--- src/rtl/fetch_unit.sv ---
// Instruction fetch stage: drives the PC into a synchronous instruction
// memory, captures the returned word one cycle later and queues it, tagged
// with its PC, in a two-entry buffer toward decode (valid/ready handshake).
// A redirect reloads the PC and discards both the queue and the read still
// in flight.
module fetch_unit #(
  parameter int instruct_size = 4,
  parameter int num_instructs = 512,
  parameter int addr_width    = $clog2(num_instructs),
  parameter int reset_pc      = 0
) (
  input  logic                     clk,
  input  logic                     rst_n,
  output logic [addr_width-1:0]    imem_addr,
  input  logic [instruct_size-1:0] imem_data,
  input  logic                     redirect_valid,
  input  logic [addr_width-1:0]    redirect_pc,
  output logic                     out_valid,
  input  logic                     out_ready,
  output logic [instruct_size-1:0] out_instr,
  output logic [addr_width-1:0]    out_pc
);

  localparam logic [addr_width-1:0] LAST_PC  = addr_width'(num_instructs - 1);
  localparam logic [addr_width-1:0] RESET_PC = addr_width'(reset_pc);
  localparam logic [addr_width-1:0] PC_ONE   = addr_width'(1);

  // Sequential increment that wraps at the memory depth rather than at the
  // power of two; anything at or past the last word (an out-of-range redirect
  // target included) wraps to 0.
  function automatic logic [addr_width-1:0] wrap_inc(
    input logic [addr_width-1:0] p
  );
    if (p >= LAST_PC) begin
      return '0;
    end
    return p + PC_ONE;
  endfunction

  // Stage p0: PC presented to the memory this cycle.
  logic [addr_width-1:0]    pc_p0;
  // Stage p1: a read issued last cycle whose data is on imem_data now.
  logic                     vld_p1;
  logic [addr_width-1:0]    pc_p1;
  // Output queue: slot 0 is the head shown to decode, slot 1 the tail.
  logic [instruct_size-1:0] instr_q0;
  logic [instruct_size-1:0] instr_q1;
  logic [addr_width-1:0]    pc_q0;
  logic [addr_width-1:0]    pc_q1;
  logic [1:0]               count;

  logic                     pop;
  logic                     push;
  logic                     issue;
  logic [2:0]               occupancy;
  logic                     write_head;
  logic                     write_tail;
  logic                     shift;
  logic [addr_width-1:0]    pc_next;

  // Handshake, issue and queue-steering decisions for this cycle.
  always_comb begin
    out_valid  = (count != 2'd0);
    pop        = out_valid & out_ready;
    push       = vld_p1 & ~redirect_valid;
    // Entries that will be held or still owed once this cycle's pop retires;
    // a new read is only launched if its data is guaranteed a slot.
    occupancy  = {1'b0, count} + {2'b00, vld_p1} - {2'b00, pop};
    issue      = ~redirect_valid & (occupancy < 3'd2);
    // Incoming word lands in the head when the queue is (or becomes) empty,
    // otherwise in the tail; a pop from a full queue moves the tail forward.
    write_head = push & ((count == 2'd0) | (pop & (count == 2'd1)));
    write_tail = push & ~write_head;
    shift      = pop & (count == 2'd2);
    pc_next    = wrap_inc(pc_p0);
  end

  assign imem_addr = pc_p0;
  assign out_instr = out_valid ? instr_q0 : '0;
  assign out_pc    = out_valid ? pc_q0    : '0;

  // Control state: PC, in-flight flag and queue occupancy; reset, then
  // redirect, take precedence over normal issue/return traffic.
  always_ff @(posedge clk) begin
    if (!rst_n) begin
      pc_p0  <= RESET_PC;
      vld_p1 <= 1'b0;
      count  <= 2'd0;
    end else if (redirect_valid) begin
      pc_p0  <= redirect_pc;
      vld_p1 <= 1'b0;
      count  <= 2'd0;
    end else begin
      vld_p1 <= issue;
      if (issue) begin
        pc_p0 <= pc_next;
      end
      count <= count + {1'b0, push} - {1'b0, pop};
    end
  end

  // Datapath: in-flight PC tag and queue payload; contents only matter while
  // the matching control bits mark them valid, so they carry no reset.
  always_ff @(posedge clk) begin
    if (issue) begin
      pc_p1 <= pc_p0;
    end
    if (shift) begin
      instr_q0 <= instr_q1;
      pc_q0    <= pc_q1;
    end
    if (write_head) begin
      instr_q0 <= imem_data;
      pc_q0    <= pc_p1;
    end
    if (write_tail) begin
      instr_q1 <= imem_data;
      pc_q1    <= pc_p1;
    end
  end

endmodule

--- config.mk ---
export PLATFORM = sky130hd
export DESIGN_NAME = fetch_unit
export DESIGN_NICKNAME = d
export VERILOG_FILES = /design/src/rtl/fetch_unit.sv
export SDC_FILE = /design/constraint.sdc
export NUM_CORES = 1
export LEC_CHECK = 0
export ABC_AREA = 1
export CORE_MARGIN = 3
export CORE_UTILIZATION = 28
export CTS_CLUSTER_SIZE = 14
export DETAILED_ROUTE_END_ITERATION = 12
export GPL_TIMING_DRIVEN = 1
export HOLD_SLACK_MARGIN = 0.12
export SLEW_MARGIN = 15
export SYNTH_ARGS = -nofsm -noshare
export SYNTH_HDL_FRONTEND = slang
export SYNTH_SLANG_ARGS = --single-unit
--- constraint.sdc ---
create_clock -name clk -period 2.9 [get_ports clk]
set_clock_uncertainty 0.2 [all_clocks]
set_input_delay 0.29 -clock clk [delete_from_list [all_inputs] [get_ports clk]]
set_output_delay 0.29 -clock clk [all_outputs]
set_load 0.02 [all_outputs]
Yosys cells after proc, flatten, opt, wreduce, memory -nomap -nowiden
Index checks and enable logic that the tools add are counted. Widths: inputs -> output; s select.

Output and inout port bits: 23. Bits of input ports: 17. Register bits: 47.

$add $sub $neg: 5. Bitwise logic cells: 11. Magnitude comparators: 2. Reductions and logical operators: 5. Equality and inequality tests: 2. Muxes and demuxes: 11.

Operators by type and width (number): $mux 9 (7); $mux 4 (3); $add 9x1->9 const B (1); $ge 9x9->1 const B (1); $and 1x1->1 (7); $reduce_bool 2->1 (3); $add 2x1->3 (1); $lt 3x2->1 const B (1); $not 1->1 (3); $sub 3x1->3 (1); $add 2x1->2 (1); $eq 2x1->1 const B (1); $eq 2x2->1 const B (1); $logic_not 2->1 (1); $reduce_or 2->1 (1); $sub 2x1->2 (1); $mux 1 (1); $or 1x1->1 (1).

Longest topological paths before layout
Depth after elaboration: 7. Mapped depth: 15. Mapped depth without buffers: 14.

Worst setup path before layout
Ideal clock, no wire load.

Kind: reg2reg. Start: reg count[1]. End: reg pc_p1[0] (enable). Arrival: 2082 ps. Cell stages (with the launch flop): 13. Clock period less this slack: 2656 ps. Setup slack: 244 ps. Cell sequence: dfxtp_1 -> nor2_1 -> nor2_1 -> nand2_1 -> inv_1 -> o21ai_0 -> fa_1 -> inv_1 -> nand2_2 -> nand2_1 -> nand2_2 -> buf_6 -> nor2_1.

Cells in the longest elaborated chain, start to end: 5.

Ends and longest elaborated chain: start: declaration (RTL line 50) `logic [1:0] count;`; start signal: assignment (RTL line 98) `count <= count + {1'b0, push} - {1'b0, pop};`; branches (longest 2 deep; another with $add 2x1->3); $sub 3x1->3 * (RTL line 68) `occupancy = {1'b0, count} + {2'b00, vld_p1} - {2'b00, pop};`; $lt 3x2->1 * (RTL line 69) `issue = ~redirect_valid & (occupancy < 3'd2);`; $and 1x1->1 * (RTL line 69); via issue (RTL line 54) `logic issue;`; end signal: assignment (RTL line 106) `pc_p1 <= pc_p0;`; end: declaration (RTL line 44) `logic [addr_width-1:0] pc_p1;`.

Mark *: on every way through the listed nets, which the timed path passes. A chain may end at the register's enable or synchronous reset.

Worst setup path in the final report
Start: reg count[1]. End: reg pc_p0[8], in the netlist imem_addr[8].

Cells in the longest elaborated chain, start to end: 6.

Ends and longest elaborated chain: branches (longest 2 deep; another with $add 2x1->3); $sub 3x1->3 * (RTL line 68); $lt 3x2->1 * (RTL line 69); $and 1x1->1 * (RTL line 69); $reduce_bool 2->1 (no line) *; end signal: assignment (RTL line 90) `pc_p0 <= redirect_pc;`; end signal: assignment (RTL line 96) `pc_p0 <= pc_next;`; end: declaration (RTL line 41) `logic [addr_width-1:0] pc_p0;`.

Mark *: on every way between the ends.

==> run metrics <==
status finished, final reports clean; DR top layer met4; First DRT Iteration DRCs 37; Final Hold Vio Count 0; Die X 94.8 µm; number of nets with antenna violations after routing 0; n_diodes 0; depth of the worst hold-timing path 0; H-tree lvl count 2; RR Endpoint imem_addr[8]; Vias per Instance 3.96; met2 WL 1.58 mm; total clock sinks 47; final max-slew violation count 0; vias post-DR 1,422; post-layout minimum cycle time 2.41 ns; DRT met1 WL 1.91 mm; I/O pin total 40; GP Congestion 0.756; Pwr per Cell Area 509 mW/mm²; final setup TNS 0 ns; post_cts resized 0; die area 0.00898 mm²; share of layout cells above drive strength 1 0.138; area post-placement 0.00271 mm²; largest net degree at the start of global routing 17; CP max FO 9; Setup Buffers After CTS 0; Max-cap violations 0; Syn Inst Count 213; CP Data Arrival Time 2.44 ns; CTS tree yes; synth warn 0; Clk Latency, worst-skew pair 0.30 ns; initial antenna violation count 0; WP data required 2.93 ns; type of the worst setup path register to register; unrepaired setup endpoints after global routing no; HP Start pc_p1[8]; Max Freq 416 MHz; CTS root buf clkbuf_8; R2R setup slack 0.49 ns; hold_buf cts 0; Hold Crit Class register to register; Port Buffers 39; Post-route DRC 0; Core Rows 31; unique cell type count in the Yosys netlist 26; HPWL after detailed placement 2.75 mm; Starting Density 0.296; Crit. End Element register; Die Span Y 94.8 µm; Seq cells post-synth 47; Clock transition at path regs 0.09 ns; Tcrit/Tclk final 0.830; Final Instance Area 0.00282 mm²; FF/Latch Area 0.00129 mm²; Area Growth Syn to Fin 27.8%; wire length of the first global-routing pass 6.53 mm; Post-Syn Nets 234; post-synthesis cell area 0.00221 mm²; register area share after synthesis 0.585; Syn Area/Cell 10.4 µm²; DRT Wirelength 3.77 mm; Slew headroom 0.644; Max IR drop VDD 0.212 mV; post-layout net count 280; Endpoint, Worst Hold pc_q1[8]; RR Startpoint count[1]; Detailed Routing Iterations Pass 1 4; vias in the first global route 1,393; gr usage total 0.0938; clk buf depth 2; leakage 1.15 nW; DR WL/cell 10.5 µm; r2r worst-path depth 13; core area 0.00745 mm²; Multi-input gate area 719 µm²; final setup vio count 0; worst slew pin tran 0.533 ns; WL met3 215 µm; fin util 0.379; Num CTS Buffers 5; remaining global-route overflow 0; type of element launching the critical path register; fill count 765
[final cells by class]
type                       count  share of cell area
multi-input combinational    123               0.255
clock buffer                   5              0.0244
sequential                    47               0.458
clock inverter                 3              0.0164
timing repair buffer          44               0.152
inverter                      38              0.0506
tap                           99              0.0439
[where the power goes]
part           internal, mW  switching (mW)
Combinational        0.0780          0.0851
Clock                 0.260           0.229
Sequential            0.759          0.0256
[routing by layer]
metal / track usage / up-vias
met3: 0.0303 / 7
met5: 0 / -
met2: 0.143 / 35
met4: 0.0397 / 0
met1: 0.123 / 610
li1: - / 770
[critical path, cell delays in order (launching register included)]
cell and delay [ns]:
dfxtp_1 0.46, nor2_1 0.10, nor2_1 0.14, nand2_1 0.09, inv_1 0.09, o21ai_0 0.10
fa_1 0.40, inv_1 0.08, nand2_2 0.05, nand2_1 0.08, nand4_1 0.13, nor2_4 0.21
nand2_1 0.09, a21oi_1 0.12
[per-stage QoR]
stage | cells | hold slack, ns | worst slack, ns | total power [mW]
final | 359 | 0.253 | 0.494 | 1.44
after global routing | 359 | 0.275 | 0.260 | 1.50
after CTS | 359 | 0.262 | 0.486 | 1.46
after detailed placement | 351 | 0.241 | 0.222 | 0.965
after global placement | 351 | 0.233 | 0.301 | 0.963
after floorplan | 213 | 0.189 | 0.244 | 0.892
[sequential cells by signal (all words and copies together), names as in the netlist]
signal and count:
vld_p1 1, imem_addr 9, pc_q0 9, count 2, pc_p1 9, pc_q1 9
instr_q0 4, instr_q1 4
[how the worst max path moves through the flow]
stage | startpoint | endpoint | slack [ns] | cells past startpoint
floorplan | count[1] | pc_p1[0] | 0.24 | 12
global placement | out_ready | pc_p1[4] | 0.30 | 13
detailed placement | out_ready | imem_addr[8] | 0.22 | 14
CTS | count[1] | imem_addr[8] | 0.49 | 13
global route | count[1] | imem_addr[7] | 0.26 | 13
finish | count[1] | imem_addr[8] | 0.49 | 13
[cell usage after synthesis, drive strengths merged]
| cell type | n | share of area |
|---|---|---|
| dlymetal6s2s | 1 | 0.0057 |
| a21oi | 10 | 0.023 |
| clkinv | 1 | 0.0017 |
| mux2 | 13 | 0.071 |
| nand2 | 45 | 0.080 |
| clkbuf | 1 | 0.0062 |
| edfxtp | 35 | 0.48 |
| o21ai | 2 | 0.0045 |
| nand4 | 1 | 0.0028 |
| fa | 1 | 0.0091 |
| dfxtp | 12 | 0.11 |
| ha | 3 | 0.017 |
| inv | 37 | 0.063 |
| xnor2 | 3 | 0.012 |
| nor2 | 26 | 0.049 |
| nand3 | 15 | 0.042 |
| buf | 3 | 0.012 |
| xor2 | 4 | 0.016 |
[logic make-up after synthesis]
| family | after synthesis | share of synthesized area |
|---|---|---|
| adders and majority gates | 4 | 0.0261 |
| AOI/OAI and AO/OA | 12 | 0.0272 |
| DFF | 47 | 0.585 |
| xor gates and xnor gates | 7 | 0.0278 |
| and+or+nand+nor | 87 | 0.173 |
| muxes | 13 | 0.0714 |
| buffers and inverters | 43 | 0.0890 |
[cells in the final DEF (no fill, tap or decap), drive strengths merged]
cell           instances
o21ai                  2
xor2                   4
clkinvlp               1
clkbuf                 5
ha                     3
clkdlybuf4s50         39
nand4                  1
fa                     1
nor2                  26
bufinv                 1
xnor2                  3
nand2                 45
a21oi                 10
edfxtp                35
mux2                  13
clkinv                 1
nand3                 15
dfxtp                 12
inv                   38
buf                    5
No activity file was read; power rests on OpenSTA's default activity.
==> RTL edit 1 (same flow settings) <==
Change the parameter `instruct_size` from 4 to 8.
--- a/src/rtl/fetch_unit.sv
+++ b/src/rtl/fetch_unit.sv
@@ -5,5 +5,5 @@
 // in flight.
 module fetch_unit #(
-  parameter int instruct_size = 4,
+  parameter int instruct_size = 8,
   parameter int num_instructs = 512,
   parameter int addr_width    = $clog2(num_instructs),
Interface: changed (resized imem_data and out_instr); port bits go from 40 to 48. The function was not compared with the original's and may differ.
==> RTL edit 1 against the original RTL <==
Non-clock buffer count up 9. Power up 4.2%. Design area up 14%. Wire length up 12%. Synthesized area up 14%. Sequential cell count up 8. Setup slack better by 40 ps. Largest cell class unchanged. Highest routed layer unchanged.
==> RTL edit 1: results (changes against the original RTL) <==
Min path
  • Hold_sp: pc_p1[0]
  • Hold endpoint: pc_q1[0]

Global route
  • GRT Total Usage: 0.0892 (-0.00466)
  • Largest net degree at the start of global routing: 20 (+3)
  • First-pass GRT wire length: 7290 um (+12%)

Clock tree
  • H-tree depth: 2 (unchanged)
  • CTS Buffer Depth: 2 (unchanged)
  • Clock Tree Root: clkbuf_8

Synthesis
  • Post-synth EDFFs: 43 (+23%)
  • Synth cell types: 24 (-7.7%)
  • Synth top area cells: edfxtp_1, dfxtp_1, nand2_1
  • Sequential-to-total area share from yosys stat: 0.607 (+0.0218)
  • Average size of a mapped cell: 10.8 um^2 (+4.1%)
  • Top post-synthesis cells by count: edfxtp_1, nand2_1, inv_1
  • Syn_nets: 259 (+11%)

Power
  • Flop pwr share: 0.611 (+0.065)
  • Leak: 1.32 nW (+15%)
  • Max VDD drop: 0.000213 V (+0.31%)
  • Psw: 347 uW (+2.1%)
  • Clk. pwr: 397 uW (-19%)

Critical path
  • Crit Path Max Fanout: 9 (unchanged)
  • Data arrival time of the worst path: 2400 ps (-40 ps)
  • Reg2Reg Capture Point: imem_addr[3]
  • FF-to-FF setup slack: 530 ps (+40 ps)

Timing
  • Pin slew with the least headroom to its limit: 312 ps (-221 ps)

Run status
  • Status: complete, no violations

Placement
  • HPWL after DPL: 3140 um (+14%)
  • Placed cell count: 389 (+11%)
  • GPL Wtd Cong: 0.722 (-4.5%)
  • IO Port Bufs: 47 (+21%)

Route
  • Vias: 1608 (+13%)
  • Initial DRC count: 31 (-16%)
  • DR WL/cell: 10.6 um (+1.3%)

Layout
  • Ratio of cells with drive above 1 in the final layout: 0.138 (about the same)
  • Finished Layout Cells: 397 (+11%)
  • Layout net count: 313 (+12%)
## RTL edit 1: worst reg2reg max path: cells and delay by family (launching register included)
kind	cells	cell delay, ps
flip-flops	1	450
buffers and inverters	2	150
AND/OR/NAND/NOR	8	890
adder cells (fa/ha/maj)	1	400
AO/OA/AOI/OAI	2	220
## RTL edit 1: kinds of logic after synthesis
kind of cell	share of synthesized area
AND/OR/NAND/NOR	0.155
flip-flops	0.607
buffers and inverters	0.0783
multiplexers	0.0892
AO/OA/AOI/OAI	0.0238
XOR/XNOR	0.0243
adder cells (fa/ha/maj)	0.0228
## RTL edit 1: how the worst max path moves through the flow
stage,start,to,cells after the start,slack [ps]
floorplan,count[1],pc_p1[0],12,330
global placement,out_ready,pc_p1[3],13,310
detailed placement,out_ready,imem_addr[7],14,210
CTS,count[1],imem_addr[7],13,480
global route,count[1],imem_addr[4],13,220
finish,count[1],imem_addr[3],13,530
## RTL edit 1: area by class of cell
class / count / area (um^2)
well taps: 108 / 135
fillers: 876 / 5500
repair buffers: 53 / 515
clock inverters: 2 / 12.5
inverters: 42 / 158
flip-flops and latches: 55 / 1530
multi-input cells: 131 / 798
clock buffers: 6 / 72.6
## RTL edit 1: through the flow
step | hold slack, ps | instance area, um^2 | power, mW | worst slack (ps)
after global placement | 238 | 3140 | 1.12 | 308
after detailed placement | 241 | 3140 | 1.12 | 207
final | 259 | 3220 | 1.50 | 534
after global routing | 277 | 3220 | 1.57 | 222
after CTS | 265 | 3220 | 1.53 | 484
after floorplan | 189 | 2520 | 1.03 | 325
## RTL edit 1: per-layer routing
metal / global-route usage / share of wire
met2: 0.147 / 0.45
met5: 0 / 0
met3: 0.0228 / 0.062
met4: 0.0337 / 0.019
met1: 0.112 / 0.46
==> RTL edit 2 (same flow settings) <==
Without the edit above. Reset style: asynchronous (`rst_n`), changed in one clocked block.
--- a/src/rtl/fetch_unit.sv
+++ b/src/rtl/fetch_unit.sv
@@ -82,5 +82,5 @@
   // Control state: PC, in-flight flag and queue occupancy; reset, then
   // redirect, take precedence over normal issue/return traffic.
-  always_ff @(posedge clk) begin
+  always_ff @(posedge clk or negedge rst_n) begin
     if (!rst_n) begin
       pc_p0  <= RESET_PC;
Function: differs if rst_n is asserted again (counterexample within 4 cycles, from zero or initial values and one cycle with rst_n low); with rst_n held inactive, the same outputs for 10 cycles.
==> RTL edit 2 against the original RTL <==
Wire length up 6.3%. Critical path depth is 5 lower. Non-clock buffer count decreased by 2. Synthesized area increased by 2.6%. Highest routed layer unchanged. Global-route usage grew 0.36 points. Core utilization decreased by 0.98 points. Design area increased by 2.1%. Fmax decreased by 3.2%. Via count up 11%. Setup slack worse by 79 ps. Sequential cell count is the same.
Power is not compared: it rests on default switching activity, and its combinational part moved more than twofold at a synthesized area within 25%.
==> RTL edit 2: results (changes against the original RTL) <==
Critical path
  • Data arrival time of the worst path: 2240 ps (-200 ps)
  • FF-to-FF setup slack: 420 ps (-80 ps)
  • Reg2Reg Capture Point: pc_p1[0]
  • Critical path origin: count[1]
  • Reg2Reg Depth: 8 (-5)
  • Crit Path Max Fanout: 11 (+2)

Synthesis
  • Synth top area cells: edfxtp_1, dfrtp_1, inv_1
  • Sequential-to-total area share from yosys stat: 0.597 (+0.0117)
  • Syn_nets: 259 (+11%)
  • Most frequent cell after synthesis: inv_1
  • Post-synth EDFFs: 35 (unchanged)
  • Post-synthesis mux area share: 0 (-0.0714)
  • Adder-Cell Fraction of Synth Area: 0.0309 (+0.00486)
  • Synth cell types: 22 (-15%)
  • Compound-Gate Fraction of Synth Area: 0.0464 (+0.0192)
  • Gate Count Post-Synth: 237 (+11%)
  • Top post-synthesis cells by count: inv_1, nand2_1, edfxtp_1
  • Post-Synth XOR/XNOR Area: 0.0116 (-0.0162)
  • Post-synth ARST share: 0.255 (+0.255)
  • Yosys reg bits: 47 (unchanged)

Layout
  • Multi-In Gates: 133 (+8.1%)
  • Multi-input combinational area share: 0.237 (-0.0184)
  • Bufs w/o clock: 42 (-4.5%)
  • Clock buf/inv share: 0.0369 (-0.00389)
  • Nonclk inv count: 53 (+39%)
  • Multi-input gate area: 682 um^2 (-5.2%)
  • Finished Layout Cells: 384 (+7.0%)
  • Fillers: 799 (+4.4%)
  • Seq area share: 0.469 (+0.0113)
  • Signal buf overhead: 0.143 (-0.00838)
  • Ratio of cells with drive above 1 in the final layout: 0.0709 (-0.0675)

Timing
  • Post-route setup slack: 415 ps (-79.3 ps)
  • Slew HR: 0.623 (-0.0204)

Placement
  • GPL Wtd Cong: 0.833 (+10%)
  • Worst slack, placed: 159 ps (-63.3 ps)
  • Post-DP Area: 0.00277 mm^2 (+2.5%)

Min path
  • Hold Crit Class: input pin to async pin

Global route
  • First-pass GRT wire length: 6980 um (+6.9%)
  • Number of global-route vias before repair: 1547 (+11%)
  • Largest net degree at the start of global routing: 28 (+11)

Route
  • Vias per cell: 4.11 (+3.7%)
  • DR WL/cell: 10.4 um (-0.66%)
  • Initial DRC count: 55 (+49%)

Run status
  • Status: complete, no violations
## RTL edit 2: per-layer routing
layer | GRT usage | vias to the layer above | routed length [um]
met1 | 0.119 | 699 | 1770
li1 | - | 833 | -
met2 | 0.163 | 43 | 1960
met5 | 0 | - | 0
met4 | 0.0273 | 0 | 26
met3 | 0.0336 | 2 | 254
## RTL edit 2: critical path, cell delays in order (launching register included)
cell	delay [ps]
dfrtp_1	460
nor2_1	110
nor2_1	140
nand2_1	100
nand2_1	60
nand2_1	60
fa_1	580
nand4_4	130
inv_1	310
## RTL edit 2: where the power goes
group	switching [mW]	total, mW	internal (mW)
clock	0.209	0.461	0.252
sequential	0.185	1.23	1.04
combinational	0.809	1.36	0.546
total	1.20	3.05	1.84
## RTL edit 2: how the worst min path moves through the flow
stage,from,end,slack (ps)
floorplan,rst_n,count[0],-210
global placement,pc_p1[7],pc_q1[7],230
detailed placement,pc_p1[7],pc_q1[7],240
CTS,rst_n,imem_addr[7],190
global route,rst_n,imem_addr[7],200
finish,rst_n,count[0],160
